--- src/rtl/ahb_pwm_capture.sv ---
// ahb_pwm_capture: AHB-slave period/high-time capture on 4 PWM inputs, counted in I_ahb_clk cycles.
// Define PWM_CAPTURE_IRQ_EN to add the masked O_irq output and CTRL[11:8] irq_mask.
module ahb_pwm_capture #(
  parameter int CNT_W       = 24,
  parameter int SYNC_STAGES = 2
) (
  input  logic        I_ahb_clk,
  input  logic        I_rst,
  input  logic [1:0]  I_ahb_htrans,
  input  logic        I_ahb_hwrite,
  input  logic [31:0] I_ahb_haddr,
  input  logic [2:0]  I_ahb_hsize,
  input  logic [2:0]  I_ahb_hburst,
  input  logic [3:0]  I_ahb_hprot,
  input  logic        I_ahb_hmastlock,
  input  logic [31:0] I_ahb_hwdata,
  output logic [31:0] O_ahb_hrdata,
  output logic [1:0]  O_ahb_hresp,
  output logic        O_ahb_hready,
`ifdef PWM_CAPTURE_IRQ_EN
  output logic        O_irq,
`endif
  input  logic [3:0]  I_cap
);
  typedef enum logic [1:0] {B_IDLE, B_ADDR, B_DATA} bus_e;
  typedef enum logic [1:0] {C_IDLE, C_ARM, C_RUN} ch_e;
  bus_e bst_q, bst_d;
  ch_e [3:0] st_q, st_d;
  logic write_q, wr_commit, rd_commit, ctrl_w, stat_w, cap_sel, unused_ok;
  logic [7:0] addr_q;
  logic [11:0] wdata_q;
  logic [31:0] hrdata_q, ctrl_rd, rd_data;
  logic [1:0] ch;
  logic [3:0] en_q, en_d, valid_q, valid_d, ovf_q, ovf_d, vset, oset;
  logic [3:0] lvl, prev_q, rise, fall, run, sat;
  logic [SYNC_STAGES-1:0][3:0] sync_q;
  logic [3:0][CNT_W-1:0] cnt_q, cnt_d, hold_q, hold_d, per_q, per_d, high_q, high_d;
  assign unused_ok = ^{I_ahb_hsize, I_ahb_hburst, I_ahb_hprot, I_ahb_hmastlock,
                       I_ahb_haddr[31:8], I_ahb_hwdata[31:12], wdata_q};
  always_ff @(posedge I_ahb_clk or posedge I_rst)
    if (I_rst) bst_q <= B_IDLE;
    else bst_q <= bst_d;
  always_comb
    bst_d = bst_q == B_IDLE ? (I_ahb_htrans == 2'b10 ? B_ADDR : B_IDLE)
          : bst_q == B_ADDR ? B_DATA : B_IDLE;
  always_comb begin
    O_ahb_hready = bst_q == B_IDLE;
    wr_commit    = bst_q == B_DATA && write_q;
    rd_commit    = bst_q == B_DATA && !write_q;
  end
  assign O_ahb_hresp  = 2'b00;
  assign O_ahb_hrdata = hrdata_q;
  assign ctrl_w = wr_commit && addr_q == 8'h00;
  assign stat_w = wr_commit && addr_q == 8'h04;
  always_ff @(posedge I_ahb_clk or posedge I_rst)
    if (I_rst) begin
      write_q  <= 1'b0;
      addr_q   <= '0;
      wdata_q  <= '0;
      hrdata_q <= '0;
    end else begin
      if (bst_q == B_IDLE && I_ahb_htrans == 2'b10) write_q <= I_ahb_hwrite;
      if (bst_q == B_ADDR) begin
        addr_q  <= I_ahb_haddr[7:0];
        wdata_q <= I_ahb_hwdata[11:0];
      end
      if (rd_commit) hrdata_q <= rd_data;
    end
  // Hardware set is OR-ed in after the W1C mask so a same-cycle event wins.
  always_comb begin
    en_d    = ctrl_w ? wdata_q[3:0] : en_q;
    valid_d = (valid_q & ~(stat_w ? wdata_q[3:0] : 4'h0)) | vset;
    ovf_d   = (ovf_q & ~(stat_w ? wdata_q[7:4] : 4'h0)) | oset;
  end
  assign ch      = 2'(addr_q[7:3] - 5'd1);
  assign cap_sel = addr_q[1:0] == 2'b00 && addr_q >= 8'h08 && addr_q <= 8'h24;
  assign rd_data = addr_q == 8'h00 ? ctrl_rd
                 : addr_q == 8'h04 ? {24'h0, ovf_q, valid_q}
                 : !cap_sel ? '0
                 : addr_q[2] ? 32'(high_q[ch]) : 32'(per_q[ch]);
  assign lvl  = sync_q[SYNC_STAGES-1];
  assign rise = lvl & ~prev_q;
  assign fall = ~lvl & prev_q;
  always_ff @(posedge I_ahb_clk or posedge I_rst)
    if (I_rst) begin
      sync_q  <= '0;
      prev_q  <= '0;
      en_q    <= '0;
      valid_q <= '0;
      ovf_q   <= '0;
      cnt_q   <= '0;
      hold_q  <= '0;
      per_q   <= '0;
      high_q  <= '0;
      for (int i = 0; i < 4; i++) st_q[i] <= C_IDLE;
    end else begin
      sync_q  <= {sync_q[SYNC_STAGES-2:0], I_cap};
      prev_q  <= lvl;
      en_q    <= en_d;
      valid_q <= valid_d;
      ovf_q   <= ovf_d;
      cnt_q   <= cnt_d;
      hold_q  <= hold_d;
      per_q   <= per_d;
      high_q  <= high_d;
      st_q    <= st_d;
    end
  always_comb begin
    st_d = st_q;
    for (int i = 0; i < 4; i++)
      st_d[i] = !en_q[i] ? C_IDLE
              : st_q[i] == C_IDLE ? C_ARM
              : st_q[i] == C_ARM && rise[i] ? C_RUN : st_q[i];
  end
  always_comb begin
    run = '0;
    sat = '0;
    for (int i = 0; i < 4; i++) begin
      run[i] = en_q[i] && st_q[i] == C_RUN;
      sat[i] = cnt_q[i] == {CNT_W{1'b1}};
    end
  end
  // A rise on a saturated count only restarts the period; the stale measurement is dropped.
  always_comb begin
    cnt_d  = cnt_q;
    hold_d = hold_q;
    per_d  = per_q;
    high_d = high_q;
    vset   = '0;
    oset   = '0;
    for (int i = 0; i < 4; i++) begin
      cnt_d[i]  = (run[i] || (en_q[i] && st_q[i] == C_ARM)) && rise[i] ? CNT_W'(1)
                : !run[i] ? '0 : sat[i] ? cnt_q[i] : cnt_q[i] + CNT_W'(1);
      hold_d[i] = run[i] && fall[i] ? cnt_q[i] : hold_q[i];
      vset[i]   = run[i] && rise[i] && !sat[i];
      oset[i]   = run[i] && sat[i];
      per_d[i]  = vset[i] ? cnt_q[i] : per_q[i];
      high_d[i] = vset[i] ? hold_q[i] : high_q[i];
    end
  end
`ifdef PWM_CAPTURE_IRQ_EN
  logic [3:0] mask_q;
  logic irq_q;
  always_ff @(posedge I_ahb_clk or posedge I_rst)
    if (I_rst) begin
      mask_q <= '0;
      irq_q  <= 1'b0;
    end else begin
      if (ctrl_w) mask_q <= wdata_q[11:8];
      irq_q <= |(valid_q & mask_q);
    end
  assign O_irq   = irq_q;
  assign ctrl_rd = {20'h0, mask_q, 4'h0, en_q};
`else
  assign ctrl_rd = {28'h0, en_q};
`endif
endmodule
--- config.mk ---
export PLATFORM = sky130hd
export DESIGN_NAME = ahb_pwm_capture
export DESIGN_NICKNAME = d
export VERILOG_FILES = /design/src/rtl/ahb_pwm_capture.sv
export SDC_FILE = /design/constraint.sdc
export NUM_CORES = 1
export LEC_CHECK = 0
export ABC_CLOCK_PERIOD_IN_PS = 47600
export CORE_UTILIZATION = 67
export CTS_BUF_LIST = sky130_fd_sc_hd__clkbuf_8
export CTS_CLUSTER_DIAMETER = 150
export DETAILED_ROUTE_END_ITERATION = 6
export PLACE_DENSITY = 0.89
export SYNTH_ARGS = -nofsm -noshare
export SYNTH_HDL_FRONTEND = slang
export SYNTH_SLANG_ARGS = --single-unit
--- constraint.sdc ---
create_clock -name I_ahb_clk -period 47.6 [get_ports I_ahb_clk]
set_input_delay 9.52 -clock I_ahb_clk [delete_from_list [all_inputs] [get_ports I_ahb_clk]]
set_output_delay 9.52 -clock I_ahb_clk [all_outputs]
set_load 0.005 [all_outputs]
# Yosys cells after proc, flatten, opt, wreduce, memory -nomap -nowiden
# Cells that the tools add are included.
# Widths: inputs -> output; s select.
# word_totals
reg_bits	467
inputBits	84
out_inout_bits	35
# classes
n_addsub	5
magnitude_cmp	3
eq_ne	24
mux	37
bitwise_logic	10
reduce_logical	55
# op_table
cell	n
$mux 24	18
$add 24x1->24 const B	4
$bmux 24 s2	2
$eq 24x24->1 const B	4
$logic_and 1x1->1	39
$mux 2	14
$and 4x4->4	4
$not 4->4	4
$eq 2x2->1 const B	6
$logic_not 2->1	6
$ne 3x1->1 const B	4
$ne 3x2->1 const B	4
$eq 2x1->1 const B	5
$eq 8x3->1 const B	1
$ge 8x4->1 const B	1
$le 8x6->1 const B	1
$logic_not 8->1	1
$mux 4	2
$or 4x4->4	2
$logic_not 1->1	5
$logic_or 1x1->1	4
$lt 2x3->1 const B	1
$sub 2x1->2 const B	1
$mux 1	1

# Logic depth before layout (Yosys ltp)
# depth
word_depth	7
ltp_mapped	11
depth_no_buf	6

# Least setup slack after synthesis
# OpenSTA, ideal clock, no wires.
# synth_path
path_type	input to register
from	input I_ahb_htrans[0]
to	register write_q
arrival_ns	10.190
setup_slack_ns	37.286
path_stages	2
n_path_buf	0
cell_sequence	nor4b_1 -> mux2_2
# synth_via
elab_chain_cells	2
# synth_lines
item	line	rtl
from (decl)	9	input logic [1:0] I_ahb_htrans,
$eq 2x2->1	62	if (bst_q == B_IDLE && I_ahb_htrans == 2'b10) write_q <= I_ahb_hwrite;
$logic_and 1x1->1	62	
to (signal assigned)	62	
to (decl)	29	logic write_q, wr_commit, rd_commit, ctrl_w, stat_w, cap_sel, unused_ok;
# Every way passes these cells.
# A chain may end at the register's enable or synchronous reset.

==> metrics.txt <==
# TYPE chip_impl_metric gauge
chip_impl_metric{name="floorplan.rows",unit=""} 63
chip_impl_metric{name="data_required_time_of_the_critical_path",unit="ns"} 48.17
chip_impl_info{name="min-delay-path-class",value="reg -> reg"} 1
chip_impl_metric{name="gr-total-overflow",unit=""} 0
chip_impl_metric{name="fraction_of_layout_instances_using_a_drive_strength_above_1",unit="%"} 29.7
chip_impl_metric{name="ys_ff_latch",unit=""} 459
chip_impl_info{name="hold_path_startpoint",value="sync_q[2]"} 1
chip_impl_metric{name="p_leak",unit="nW"} 10.3
chip_impl_metric{name="timing.slew.headroom",unit="%"} 18.7
chip_impl_metric{name="grt_max_degree",unit=""} 197
chip_impl_metric{name="die_w",unit="um"} 176
chip_impl_metric{name="detailed_place_hpwl",unit="um"} 30900
chip_impl_metric{name="total_via_count_after_detailed_routing",unit=""} 13300
chip_impl_metric{name="max_cap_viol_count",unit=""} 0
chip_impl_info{name="worstSetupPathType",value="in -> async"} 1
chip_impl_metric{name="r2r_setup_slack",unit="ns"} 44.38
chip_impl_metric{name="remaining_design_rule_violation_count",unit=""} 0
chip_impl_metric{name="floorplan.initialDensity",unit="%"} 68.5
chip_impl_metric{name="synth_edf_count",unit=""} 0
chip_impl_info{name="timing.rr.start",value="cnt_q[24]"} 1
chip_impl_metric{name="synth_area_per_cell",unit="um^2"} 13.2
chip_impl_info{name="top_cells_by_area_synth",value="dfrtp_1 (56%), mux2_2 (16%), mux4_2 (4.8%), xnor2_1 (2.1%), nor2_1 (1.7%)"} 1
chip_impl_metric{name="transition_time_at_the_pin_with_the_least_slew_margin",unit="ns"} 1.21
chip_impl_metric{name="worst_ir_drop_vdd",unit="uV"} 19.2
chip_impl_metric{name="cts_max_level",unit=""} 3
chip_impl_metric{name="fmax",unit="MHz"} 84.8
chip_impl_metric{name="antenna_cells_inserted",unit=""} 0
chip_impl_metric{name="route.antenna.remaining_nets",unit=""} 0
chip_impl_metric{name="fin_crit_sh",unit="%"} 24.8
chip_impl_metric{name="ys.warnings.count",unit=""} 0
chip_impl_metric{name="cts-resized-gates",unit=""} 0
chip_impl_info{name="outcome",value="finished, final reports clean"} 1
chip_impl_metric{name="final_core_utilization",unit="%"} 75.5
chip_impl_metric{name="io_pins",unit=""} 119
chip_impl_metric{name="worstPathArrival",unit="ns"} 12.37
chip_impl_metric{name="total_of_endpoints_with_negative_setup_slack_in_the_final_report",unit=""} 0
chip_impl_metric{name="cts_num_sinks",unit=""} 459
chip_impl_info{name="clock_tree_from_tritoncts",value="done"} 1
chip_impl_metric{name="post-route-min-period",unit="ns"} 11.79
chip_impl_info{name="setup.worst_path.start_class",value="primary input"} 1
chip_impl_metric{name="synth_cell_types",unit=""} 71
chip_impl_metric{name="fp.dieArea",unit="um^2"} 31100
chip_impl_info{name="setup.worst_path.end_class",value="async pin"} 1
chip_impl_metric{name="area.growth.synth_to_final",unit="%"} 10.3
chip_impl_info{name="synthFlopType",value="dfrtp_1"} 1
chip_impl_metric{name="largest_fanout_on_the_critical_path",unit=""} 196
chip_impl_metric{name="cts_buffer_depth",unit=""} 3
chip_impl_metric{name="buffer_ports.inserted",unit=""} 49
chip_impl_metric{name="grt_first_pass_wirelength",unit="um"} 76200
chip_impl_info{name="worst_hold_path.endpoint",value="lvl[2]"} 1
chip_impl_metric{name="ys_async_sr_fraction",unit="%"} 100
chip_impl_info{name="yosys_top_cell_by_area",value="dfrtp_1"} 1
chip_impl_info{name="layout_commonest_cell",value="dfrtp_1"} 1
chip_impl_metric{name="drt_iter0_markers",unit=""} 1242
chip_impl_metric{name="maxSlewViolCount",unit=""} 0
chip_impl_metric{name="dieHeight",unit="um"} 176
chip_impl_metric{name="fin_nets",unit=""} 1680
chip_impl_metric{name="mappedNetlistArea",unit="um^2"} 20300
chip_impl_metric{name="worst_r2r_path_depth",unit=""} 7
chip_impl_metric{name="gp_routability_congestion",unit=""} 0.860
chip_impl_metric{name="timing_hold_violations_final",unit=""} 0
chip_impl_metric{name="yosysSeqAreaShare",unit="%"} 56.5
chip_impl_metric{name="first_pass_iteration_count_of_the_detailed_router",unit=""} 5
chip_impl_metric{name="power_per_cell_area",unit="nW/um^2"} 34.5
chip_impl_metric{name="core_area",unit="um^2"} 29700
chip_impl_metric{name="vias_per_cell",unit=""} 6.55
chip_impl_metric{name="grt_pass1_vias",unit=""} 13800
chip_impl_metric{name="worst_skew_pair.late_latency",unit="ns"} 0.62
chip_impl_metric{name="post_drt_wl_per_cell",unit="um"} 23.6
chip_impl_metric{name="worst_hold_path.num_cells",unit=""} 0
chip_impl_metric{name="cts_setup_buffers",unit=""} 0
chip_impl_metric{name="grt_antenna_before_repair",unit=""} 1
chip_impl_info{name="worst_setup_path_startpoint",value="I_rst"} 1
chip_impl_metric{name="grtUsageTotal",unit="%"} 32.3
chip_impl_metric{name="clk_pin_slew",unit="ns"} 0.05
chip_impl_info{name="grt_setup_unrepaired",value="no"} 1
chip_impl_metric{name="fin_tns_setup",unit="ns"} 0
chip_impl_metric{name="post_synth_top_area_share",unit="%"} 56.5
chip_impl_metric{name="synthesis.instances",unit=""} 1545
chip_impl_info{name="mostFrequentLayoutCells",value="dfrtp_1 (457), mux2_2 (295), nor2_1 (92), clkbuf_8 (87), nand2_1 (75)"} 1
chip_impl_metric{name="worst_clock_skew",unit="ns"} 0.0460
chip_impl_metric{name="cts-hold-fix-buffers",unit=""} 0
chip_impl_metric{name="detail_route.wirelength",unit="um"} 47900
chip_impl_metric{name="cts_inserted_buffers",unit=""} 72
chip_impl_info{name="capturing_point_of_the_worst_reg2reg_path",value="high_q[34]"} 1
chip_impl_info{name="root_buffer",value="clkbuf_8"} 1
==> flip-flops by register name (all words and copies together) (netlist names) <==
name	count
st_q	8
O_ahb_hrdata	24
lvl	4
wdata_q	8
addr_q	8
write_q	1
sync_q	4
cnt_q	96
bst_q	2
ovf_q	4
en_q	4
high_q	96
per_q	96
prev_q	4
valid_q	4
hold_q	96
==> worst max path at each step <==
stage	end	slack, ns	depth (start not counted)
final	hold_q[81]	35.81	4
after global routing	per_q[36]	35.30	4
after CTS	high_q[12]	35.65	4
after detailed placement	high_q[12]	35.05	4
after global placement	per_q[36]	35.08	4
after floorplan	O_ahb_hrdata[0]	25.28	1
==> final cells by class <==
class	count	area, um^2
timing repair buffer	68	646
multi-input combinational	982	8410
tap	390	488
clock buffer	87	1200
sequential	459	11500
fill	1664	7270
clock inverter	37	170
inverter	9	41.3
==> cell usage after synthesis, types with 4 or more instances <==
library cell  instances
mux2_4                9
nand3b_1              8
mux2i_1              28
nor3b_1               8
buf_2                30
nor2b_1              16
ha_1                  4
nor3b_2               4
a31oi_1              11
or2_2                 5
a2111oi_0             5
inv_1                 8
nand4_1              19
nor3_1               16
a21oi_1              52
a21o_1                4
a211oi_1             14
o211ai_1              7
dfrtp_1             459
mux2_2              295
nor2_1               93
mux4_2               43
buf_4                13
nand3_1              56
xor2_1               20
or3_1                 4
xnor2_1              49
nand2_1              75
and4_1               15
clkbuf_1             49
nor4_1                7
or4_1                 6
buf_1                 5
a221oi_1              4
o21bai_1              4
nand4b_1              6
nor4b_1               4
o21ai_0              34
buf_6                 5
and3_1                8
==> report_power, final <==
group	internal [mW]	total, mW	switching, mW
registers	0.397	0.405	0.00790
logic	0.0220	0.0496	0.0276
clock network	0.166	0.319	0.153
==> critical path, cell delays in order <==
cell             delay (ns)
clkdlybuf4s50_1        0.49
inv_8                  0.52
buf_12                 0.72
buf_4                  0.86
==> cells by family after synthesis <==
logic type,synth area share (%)
xor+xnor,2.97
flops,56.5
simple gates,9.55
mux,23.2
compound gates,4.86
other cells,0.0184
fa+ha+maj,0.246
buf+inv,2.71
==> metrics by stage <==
step	setup WS [ns]	hold slack (ns)	cell area (um^2)	total power, mW	cells
after floorplan	25.28	0.331	20400	0.445	1554
after global placement	35.08	0.334	21100	0.460	1908
after detailed placement	35.05	0.338	21100	0.462	1908
after CTS	35.65	0.351	22400	0.776	2032
after global routing	35.30	0.362	22400	0.798	2032
final	35.81	0.349	22400	0.774	2032
==> layer usage <==
metal	vias to the layer above	GRT usage, %	share of wire (%)
met5	-	0	0.025
met4	2	12.4	2.9
met3	122	6.35	7.8
met2	587	51.0	49
met1	6926	44.7	41
li1	5671	-	-
Power figures use the tool's default switching activity.
